--- config.mk ---
export PLATFORM = sky130hd
export DESIGN_NAME = pipelined_csa_addsub
export DESIGN_NICKNAME = d
export VERILOG_FILES = /design/src/rtl/pipelined_csa_addsub.sv
export SDC_FILE = /design/constraint.sdc
export NUM_CORES = 1
export LEC_CHECK = 0
export CAP_MARGIN = 10
export CORE_ASPECT_RATIO = 0.8
export CORE_MARGIN = 4
export CORE_UTILIZATION = 51
export DETAILED_ROUTE_END_ITERATION = 10
export GPL_TIMING_DRIVEN = 0
export PLACE_DENSITY = 0.79
export SKIP_LAST_GASP = 1
export SYNTH_ARGS = -nofsm -noshare
export SYNTH_HDL_FRONTEND = slang
export SYNTH_SLANG_ARGS = --single-unit
--- constraint.sdc ---
create_clock -name clk -period 9.5 [get_ports clk]
set_input_delay 1.9 -clock clk [delete_from_list [all_inputs] [get_ports clk]]
set_output_delay 1.9 -clock clk [all_outputs]
set_load 0.01 [all_outputs]
--- src/rtl/pipelined_csa_addsub.sv ---
// Pipelined carry-select adder/subtractor: one operand slice per stage, registered carries between stages.
// Optional signed-overflow output enabled by defining CSA_ADDSUB_OVF_EN.
module pipelined_csa_addsub #(
  parameter int IN_DATAWIDTH  = 16,
  parameter int OUT_DATAWIDTH = IN_DATAWIDTH + 1,
  parameter int NUM_STAGES    = 4
) (
  input  logic                     clk,
  input  logic                     rst,
  input  logic [IN_DATAWIDTH-1:0]  in1,
  input  logic [IN_DATAWIDTH-1:0]  in2,
  input  logic                     cin,
  input  logic                     sub,
  input  logic                     in_valid,
  output logic                     in_ready,
  output logic [OUT_DATAWIDTH-1:0] sum,
  output logic                     out_valid,
  input  logic                     out_ready
`ifdef CSA_ADDSUB_OVF_EN
  ,
  output logic                     ovf
`endif
);

  localparam int S  = (NUM_STAGES < 1) ? 1 : NUM_STAGES;
  localparam int W  = IN_DATAWIDTH;
  localparam int SW = W / S;

  if (NUM_STAGES < 1 || (IN_DATAWIDTH % S) != 0) begin : g_bad_cfg
    $fatal(1, "pipelined_csa_addsub: NUM_STAGES must be >= 1 and divide IN_DATAWIDTH");
  end

  // Per-stage state: operands travel with the transaction so stage k sees
  // its slice one cycle after stage k-1 consumed the slice below it.
  logic [W-1:0] a_q [S];
  logic [W-1:0] a_d [S];
  logic [W-1:0] b_q [S];
  logic [W-1:0] b_d [S];
  logic [W-1:0] s_q [S];
  logic [W-1:0] s_d [S];
  logic         c_q [S];
  logic         c_d [S];
  logic         v_q [S];
  logic         v_d [S];

  for (genvar k = 0; k < S; k++) begin : g_stage
    logic [W-1:0] src_a;
    logic [W-1:0] src_b;
    logic [W-1:0] src_s;
    logic         src_c;
    logic         src_v;
    logic [SW:0]  p0;
    logic [SW:0]  p1;

    if (k == 0) begin : g_first
      // sub and cin are folded in at acceptance, so later mode changes
      // cannot reach transactions already in flight.
      assign src_a = in1;
      assign src_b = in2 ^ {W{sub}};
      assign src_c = cin;
      assign src_s = '0;
      assign src_v = in_valid;
    end else begin : g_next
      assign src_a = a_q[k-1];
      assign src_b = b_q[k-1];
      assign src_c = c_q[k-1];
      assign src_s = s_q[k-1];
      assign src_v = v_q[k-1];
    end

    assign p0 = {1'b0, src_a[k*SW +: SW]} + {1'b0, src_b[k*SW +: SW]};
    assign p1 = p0 + (SW+1)'(1);

    // NOTE: the whole vector gets a value before the slice overwrite, so
    // every bit is assigned on every pass and no latch is inferred.
    always_comb begin
      s_d[k]              = src_s;
      s_d[k][k*SW +: SW]  = src_c ? p1[SW-1:0] : p0[SW-1:0];
    end

    assign c_d[k] = src_c ? p1[SW] : p0[SW];
    assign a_d[k] = src_a;
    assign b_d[k] = src_b;
    assign v_d[k] = src_v;
  end

  // Reset overrides backpressure so the pipeline can always be flushed.
  assign in_ready  = rst || !v_q[S-1] || out_ready;
  assign out_valid = v_q[S-1];
  assign sum       = OUT_DATAWIDTH'({c_q[S-1], s_q[S-1]});

  // NOTE: state uses non-blocking assignments so every stage samples the
  // previous stage's old value at the same edge.
  always_ff @(posedge clk) begin
    if (rst) begin
      // NOTE: data registers are cleared too, not just valids, so sum reads 0 after reset.
      for (int k = 0; k < S; k++) begin
        a_q[k] <= '0;
        b_q[k] <= '0;
        s_q[k] <= '0;
        c_q[k] <= 1'b0;
        v_q[k] <= 1'b0;
      end
    end else if (in_ready) begin
      for (int k = 0; k < S; k++) begin
        a_q[k] <= a_d[k];
        b_q[k] <= b_d[k];
        s_q[k] <= s_d[k];
        c_q[k] <= c_d[k];
        v_q[k] <= v_d[k];
      end
    end
  end

`ifdef CSA_ADDSUB_OVF_EN
  logic ovf_q;
  logic ovf_d;

  // Overflow when both effective operands share a sign the result lacks.
  assign ovf_d = (a_d[S-1][W-1] == b_d[S-1][W-1]) &&
                 (s_d[S-1][W-1] != a_d[S-1][W-1]);

  always_ff @(posedge clk) begin
    if (rst) begin
      ovf_q <= 1'b0;
    end else if (in_ready) begin
      ovf_q <= ovf_d;
    end
  end

  assign ovf = ovf_q;
`endif

endmodule

==> reports/qor.txt <==
Run status: completed
CP max-delay cell: clkdlybuf4s50_1
CTS H-Tree Depth: 3
Max-slew headroom: 0.5207
Commonest non-fill, non-tap cell in the layout: edfxtp_1
Synth Net Count: 401
CTS tree: yes
Critical path buffer and inverter count: 2
Max-cap violations: 0
Hold Buf Count CTS: 0
Crit path DAT: 3.08 ns
Number of fill cells: 645
Post-Syn Instances: 339
Crit-path cells: clkdlybuf4s50_1 > nand3b_1 > clkdlybuf4s50_1
Flop2flop setup slack: 7.00 ns
Die width: 113.8 µm
Port Buffers: 55
Post-synthesis async set-or-reset flop share: 0
Post-synthesis sequential area ratio: 0.6314
Clock latency at the later pin of the worst-skew pair: 0.36 ns
Initial antenna violation count: 0
Num rows: 30
Resized cells post-CTS: 0
PwrDens: 162.4 mW/mm²
Max Clock Freq: 200.9 MHz
Die area: 0.01054 mm²
Crit-path max cell delay: 0.53 ns
I/O pin count: 57
Final Max Tran Viols: 0
Crit path top cell by count: clkdlybuf4s50_1
Dpl cells: 511
Total CTS buffers: 9
GRT Residual Overflow: 0
Vias in the first global route: 2597
First-pass GRT wire length: 12190 µm
Area grow syn2layout: 22.33%
Period minus WS final: 4.979 ns
Syn avg cell area: 13.47 µm²
Hold_ws: 0.5225 ns
Worst Path Max Fanout: 4
Final #Nets: 472
Share of cells above drive strength 1: 0.07470
Max IR drop VDD: 0.00007040 V
Cells on worst reg2reg path: 8
Cell area after synthesis: 0.004566 mm²
R2r endpoint: c_q[1]
Clk sink count: 96
Number of DRC markers in iteration 0: 80
Post-synth cell types: 36
Post-synth EDFFs: 96
CTS Root Cell: clkbuf_8
Largest net degree at the start of global routing: 21
Number of buffers added for setup after CTS: 0
#FFs+latches synth: 96
Crit path capture: in_ready
Dpl hpwl: 5525 µm
Core area: 0.008596 mm²
Post-route setup slack: 4.521 ns
Area of the multi-input gates: 0.001579 mm²
RSZ-0062 raised after global routing: no
Routability cong.: 0.7800
Die Ht: 92.63 µm
Routed vias: 2628
CP startpoint kind: input port
Routed len/inst: 14.04 µm
Final setup fails: 0
Starting density of the core: 0.5311
Hold Path Class: reg2reg
Worst Setup SP: rst
Non-Filler Instances: 527
Synth warn: 0
CP Capture Type: primary output
Worst r2r src: b_q[0][4]
Critical path depth: 3
DP Worst Slack: 4.517 ns
Final setup skew: 0.01005 ns
Clock buffer depth: 2
Commonest non-fill, non-tap cells in the layout: 96 x edfxtp_1, 64 x and2_1, 55 x clkdlybuf4s50_1
Least-Margin Pin Slew: 0.7168 ns
Routed wire length: 7397 µm
Setup TNS Final: 0 ns
Initial DRT Pass Iterations: 5
ANT cells: 0
Leakage: 2.266 nW
CP top delay family: buffers and inverters
Final Cycle Share: 0.5241
Reg clk slew, reported paths: 0.09 ns
Vias per inst: 4.987
DRC violations left: 0
Storage element area: 0.002883 mm²
Kind of critical path: in2out
Total track usage: 0.1508
Worst endpoint required time: 7.60 ns
Main flop type after synthesis: edfxtp_1
DRT antenna net count: 0
Final hold violations: 0
state kept, by name (all words and copies together), names as in the netlist:
name  cells
s_q      40
b_q      24
c_q       4
a_q      24
v_q       4
worst min-delay path by stage:
stage	startpoint	end	slack (ns)	cells past startpoint
floorplan	a_q[0][8]	a_q[0][24]	0.50	1
global placement	b_q[0][15]	b_q[0][31]	0.50	1
detailed placement	a_q[0][10]	a_q[0][26]	0.50	1
CTS	s_q[1][6]	s_q[2][6]	0.52	1
global route	a_q[0][14]	a_q[0][30]	0.54	1
finish	s_q[1][6]	s_q[2][6]	0.52	1
power breakdown:
part | internal [mW] | leakage (nW) | total (mW) | switching, mW
Sequential | 0.502 | 1.14 | 0.512 | 0.0107
Clock | 0.125 | 0.102 | 0.273 | 0.148
Combinational | 0.0647 | 1.02 | 0.122 | 0.0574
synthesized netlist by cell type (all sizes together) (3+ instances only):
| cell type | count | area (µm²) |
|---|---|---|
| fa | 4 | 80.08 |
| edfxtp | 96 | 2883 |
| nand2 | 7 | 26.28 |
| ha | 20 | 250.2 |
| nor2 | 37 | 138.9 |
| xor2 | 8 | 77.58 |
| nand3 | 3 | 20.02 |
| mux2i | 4 | 40.04 |
| a21oi | 10 | 50.05 |
| and2 | 64 | 400.4 |
| nor3 | 4 | 20.02 |
| a21o | 4 | 31.28 |
| buf | 4 | 22.52 |
| o21ai | 4 | 20.02 |
| clkbuf | 9 | 43.79 |
| inv | 10 | 37.54 |
| xnor2 | 31 | 271.5 |
area by class of cell:
cell class                      instances  area share
Sequential cell                        96      0.5161
Multi-Input combinational cell        220      0.2827
Timing Repair Buffer                   60      0.1210
Tap cell                              112     0.02509
Clock buffer                            9     0.02218
Clock inverter                          7     0.01434
Buffer                                 13     0.01187
Inverter                               10    0.006720
stage by stage:
| stage | area (µm²) | total power [mW] | util |
|---|---|---|---|
| finish | 5585 | 0.9070 | 0.6498 |
| global route | 5585 | 0.9489 | 0.6498 |
| CTS | 5585 | 0.9144 | 0.6498 |
| detailed placement | 5381 | 0.6446 | 0.6261 |
| global placement | 5256 | 0.6373 | 0.6115 |
| floorplan | 4566 | 0.5982 | - |
layer usage:
layer,track usage,up-vias,part of all wire
met4,0.06924,0,0.017
met1,0.1932,1213,0.45
met2,0.2426,73,0.48
met3,0.03788,13,0.049
met5,0,-,0
li1,-,1329,-
cell families after synthesis:
kind of cell / after synthesis / share of synthesized area
AOI/OAI and AO/OA: 31 / 0.04385
xor gates and xnor gates: 39 / 0.07646
adders and majority gates: 24 / 0.07235
buffers and inverters: 23 / 0.02275
DFF: 96 / 0.6314
muxes: 5 / 0.01124
and+or+nand+nor: 121 / 0.1420
(Power assumes the default switching activity.)
==> variant 1 (same settings) <==
The option `CSA_ADDSUB_OVF_EN` is turned on by a define.
--- a/src/rtl/pipelined_csa_addsub.sv
+++ b/src/rtl/pipelined_csa_addsub.sv
@@ -1,5 +1,7 @@
 // Pipelined carry-select adder/subtractor: one operand slice per stage, registered carries between stages.
 // Optional signed-overflow output enabled by defining CSA_ADDSUB_OVF_EN.
+`define CSA_ADDSUB_OVF_EN
+
 module pipelined_csa_addsub #(
   parameter int IN_DATAWIDTH  = 16,
   parameter int OUT_DATAWIDTH = IN_DATAWIDTH + 1,
Function (old outputs only; new: ovf): no difference found for any inputs over 10 cycles, from zero or initial values and one cycle with rst high; that may be too few to reach the edited logic, so the function may still have changed.
==> variant 1 against the unedited design <==
Sequential cell count is 1 higher; worst setup slack lost 92 ps; power grew 16%; wire length up 9.6%; die area rose by 0.78%; non-clock buffer count increased by 1; area after synthesis increased by 0.85%; final area rose by 2.5%.
==> variant 1: results (changes against the unedited design) <==
Logic synthesis
  • Adder-Cell Fraction of Synth Area: 0.0717 (-0.000609)
  • Compound-Gate Fraction of Synth Area: 0.0465 (+0.00262)
  • Post-Synth XOR/XNOR Area: 0.0758 (-0.000644)
  • Commonest cells post-synth: edfxtp_1, and2_1, nor2_1
  • Syn_nets: 406 (+1.2%)
  • Post-synthesis mux area share: 0.00870 (-0.00254)
  • Synth area leaders: edfxtp_1, and2_1, ha_1
  • Register area share after synthesis: 0.630 (-0.000971)

Setup path
  • Worst path max stage delay: 560 ps (+30 ps)
  • R2R Setup Slk: 7180 ps (+180 ps)
  • R2R Path Start: a_q[0][24]
  • WP data arrival: 3170 ps (+90 ps)

Place
  • Number of I/O port buffers: 56 (+1.8%)
  • Dpl cells: 517 (+1.2%)
  • Hpwl dp: 5.83 mm (+5.6%)

Layout
  • Filler cells: 642 (-0.47%)
  • Post-route cell area: 0.00572 sq mm (+2.5%)
  • NumNets Final: 478 (+1.3%)

Routing
  • Vias/cell: 5.17 (+3.7%)
  • Final WL: 8.11 mm (+9.6%)
  • Met3 wire len: 281 microns (-22%)
  • Met1 Routed Length: 3.22 mm (-3.6%)
  • Initial DRC count: 157 (+96%)
  • DR pass1 iterations: 4 (-1)

Timing
  • Crit share post-route: 0.534 (+0.00966)
  • Final hold slack: 470 ps (-52.5 ps)
  • Worst slew pin tran: 969 ps (+252 ps)
  • Clock Skew: 6.52 ps (-3.54 ps)

Power
  • Leak: 2.33 nW (+2.7%)
  • Peak supply drop: 0.000104 V (+47%)

Min path
  • Worst Hold End: ovf
  • Min-Delay Path Depth: 2 (+1)
  • Hold path start: ovf

Global route
  • Vias in the first global route: 2934 (+13%)
  • Largest net degree at the start of global routing: 22 (+4.8%)
  • Tot GR Track Use: 0.167 (+0.0161)

Run status
  • Outcome: completed

CTS
  • CTS root buf: clkbuf_16
  • Clock network latency to the later pin of the worst-skew pair: 340 ps (-20 ps)
  • Clock transition at path regs: 60 ps (-30 ps)
-- variant 1: power breakdown --
| part | internal (mW) | leakage, nW | total (mW) | switching [mW] |
|---|---|---|---|---|
| logic | 0.0630 | 1.02 | 0.122 | 0.0592 |
| clock network | 0.257 | 0.162 | 0.409 | 0.152 |
| registers | 0.507 | 1.15 | 0.518 | 0.0111 |
| total | 0.827 | 2.33 | 1.05 | 0.223 |
-- variant 1: layer usage --
layer,track usage,vias to the layer above
li1,-,1350
met1,0.179,1343
met2,0.317,50
met3,0.0408,14
met4,0.0584,0
met5,0,-
-- variant 1: final cells by class --
cell class | count | area share
inverter | 11 | 0.00721
clock inverter | 7 | 0.0208
buffer | 13 | 0.00962
multi-input combinational | 223 | 0.280
clock buffer | 9 | 0.0393
timing repair buffer | 61 | 0.111
sequential | 97 | 0.507
tap | 112 | 0.0245
-- variant 1: critical path: cells and delay by family --
kind / cells / cell delay, ps
buf+inv: 2 / 1080
simple gates: 1 / 190
==> variant 2 (same settings) <==
Without the edit above. Change the parameter `NUM_STAGES` from 4 to 8.
--- a/src/rtl/pipelined_csa_addsub.sv
+++ b/src/rtl/pipelined_csa_addsub.sv
@@ -3,7 +3,7 @@
 module pipelined_csa_addsub #(
   parameter int IN_DATAWIDTH  = 16,
   parameter int OUT_DATAWIDTH = IN_DATAWIDTH + 1,
-  parameter int NUM_STAGES    = 4
+  parameter int NUM_STAGES    = 8
 ) (
   input  logic                     clk,
   input  logic                     rst,
Check against the original RTL: not equivalent (Yosys sat finds a counterexample within 10 cycles, from zero or initial values).
==> variant 2 against the unedited design <==
Critical path depth up 2; global-route usage up 0.59 points; sequential cell count up 104; final area up 96%; sequential share of layout area up 3.2 points; area after synthesis up 110%; power up 110%; register-to-register slack about the same; final cell count up 60%; worst setup slack worse by 240 ps; wire length up 110%; count of clock-buffer cells in the layout up 9; critical endpoint unchanged.
==> variant 2: results (changes against the unedited design) <==
Logic synthesis
  • Post-synthesis mux area share: 0.00637 (-0.00487)
  • Syn_nets: 588 (+47%)
  • Post-Synth XOR/XNOR Area: 0.0223 (-0.0542)
  • Commonest cells post-synth: edfxtp_1, nor3b_2, nor2b_1
  • Adder-Cell Fraction of Synth Area: 0.0382 (-0.0341)
  • Synth cell types: 27 (-25%)
  • Register area share after synthesis: 0.637 (+0.00554)
  • Compound-Gate Fraction of Synth Area: 0.0196 (-0.0242)
  • Synthesized area per cell: 17.9 sq um (+33%)

Setup path
  • R2R Path Start: v_q[1][3]
  • Worst path max stage delay: 490 ps (-40 ps)
  • CP Max Fanout: 10 (+6)
  • R2R Setup Slk: 7010 ps (about the same)
  • R2r endpoint: a_q[1][6]
  • Register-to-Register Path Depth: 5 (-3)
  • Critical Path Source: out_ready

Global route
  • Tot GR Track Use: 0.157 (+0.00593)
  • Met2 Use GR: 0.254 (+0.0112)
  • Met3 usage: 0.0442 (+0.00631)
  • Vias in the first global route: 4673 (+80%)
  • Largest net degree at the start of global routing: 75 (+260%)
  • Met1 GRT Util: 0.209 (+0.0156)
  • Wire length of the first global-routing pass: 24.8 mm (+100%)

CTS
  • TritonCTS Buffers: 17 (+8)
  • CTS root buf: clkbuf_16
  • Clock network latency to the later pin of the worst-skew pair: 430 ps (+70 ps)
  • Clock transition at path regs: 70 ps (-20 ps)

Power
  • Peak supply drop: 0.000116 V (+65%)
  • Sequential share of power: 0.532 (-0.033)
  • Clk power: 0.772 mW (+180%)
  • Leak: 4.25 nW (+88%)
  • Int Power: 1.52 mW (+120%)

Min path
  • Hold path start: b_q[5][15]
  • Worst Hold End: b_q[6][15]

Routing
  • DR pass1 iterations: 4 (-1)
  • Final WL: 15.2 mm (+110%)
  • Initial DRC count: 352 (+340%)
  • Routed len/inst: 18.1 microns (+29%)
  • Met1 Routed Length: 6.52 mm (+95%)
  • Vias/cell: 5.33 (+6.9%)
  • Met2 WL: 7.64 mm (+110%)
  • Top sig layer: met4
  • Met3 wire len: 901 microns (+150%)

Run status
  • Outcome: completed

Place
  • Placement Setup Slack: 4290 ps (-231 ps)
  • GPL Wtd Cong: 0.753 (-3.5%)
  • Hpwl dp: 10.0 mm (+81%)
  • Dpl cells: 812 (+59%)

Timing
  • Clock Skew: 10.2 ps (+0.149 ps)

Layout
  • NumNets Final: 663 (+40%)
  • Share of cells above drive strength 1: 0.393 (+0.318)
  • Largest regs: s_q: 72 flops, a_q: 56 flops, b_q: 56 flops
[variant 2: stage by stage]
stage	hold slack [ps]	area [sq um]	total power, mW
2_1_floorplan	501	9430	1.09
3_3_place_gp	518	10300	1.12
3_5_place_dp	519	10300	1.13
4_1_cts	531	11000	1.90
5_1_grt	551	11000	1.94
6_report	528	11000	1.88
[variant 2: logic make-up after synthesis]
family / after synthesis
adder cells (fa/ha/maj): 24
AND/OR/NAND/NOR: 205
AO/OA/AOI/OAI: 18
multiplexers: 6
XOR/XNOR: 24
flip-flops: 200
buffers and inverters: 49
[variant 2: worst max-delay path, delay by kind of cell]
family                 cells  cell delay, ps
and+or+nand+nor            2             270
buffers and inverters      3            1150
[variant 2: layout make-up]
type                            count  area (sq um)
Fill cell                        1340          7210
Timing Repair Buffer               56           596
Multi-Input combinational cell    277          3010
Clock inverter                     14           204
Tap cell                          230           288
Sequential cell                   200          6010
Inverter                            7          26.3
Clock buffer                       18           429
Buffer                             42           397
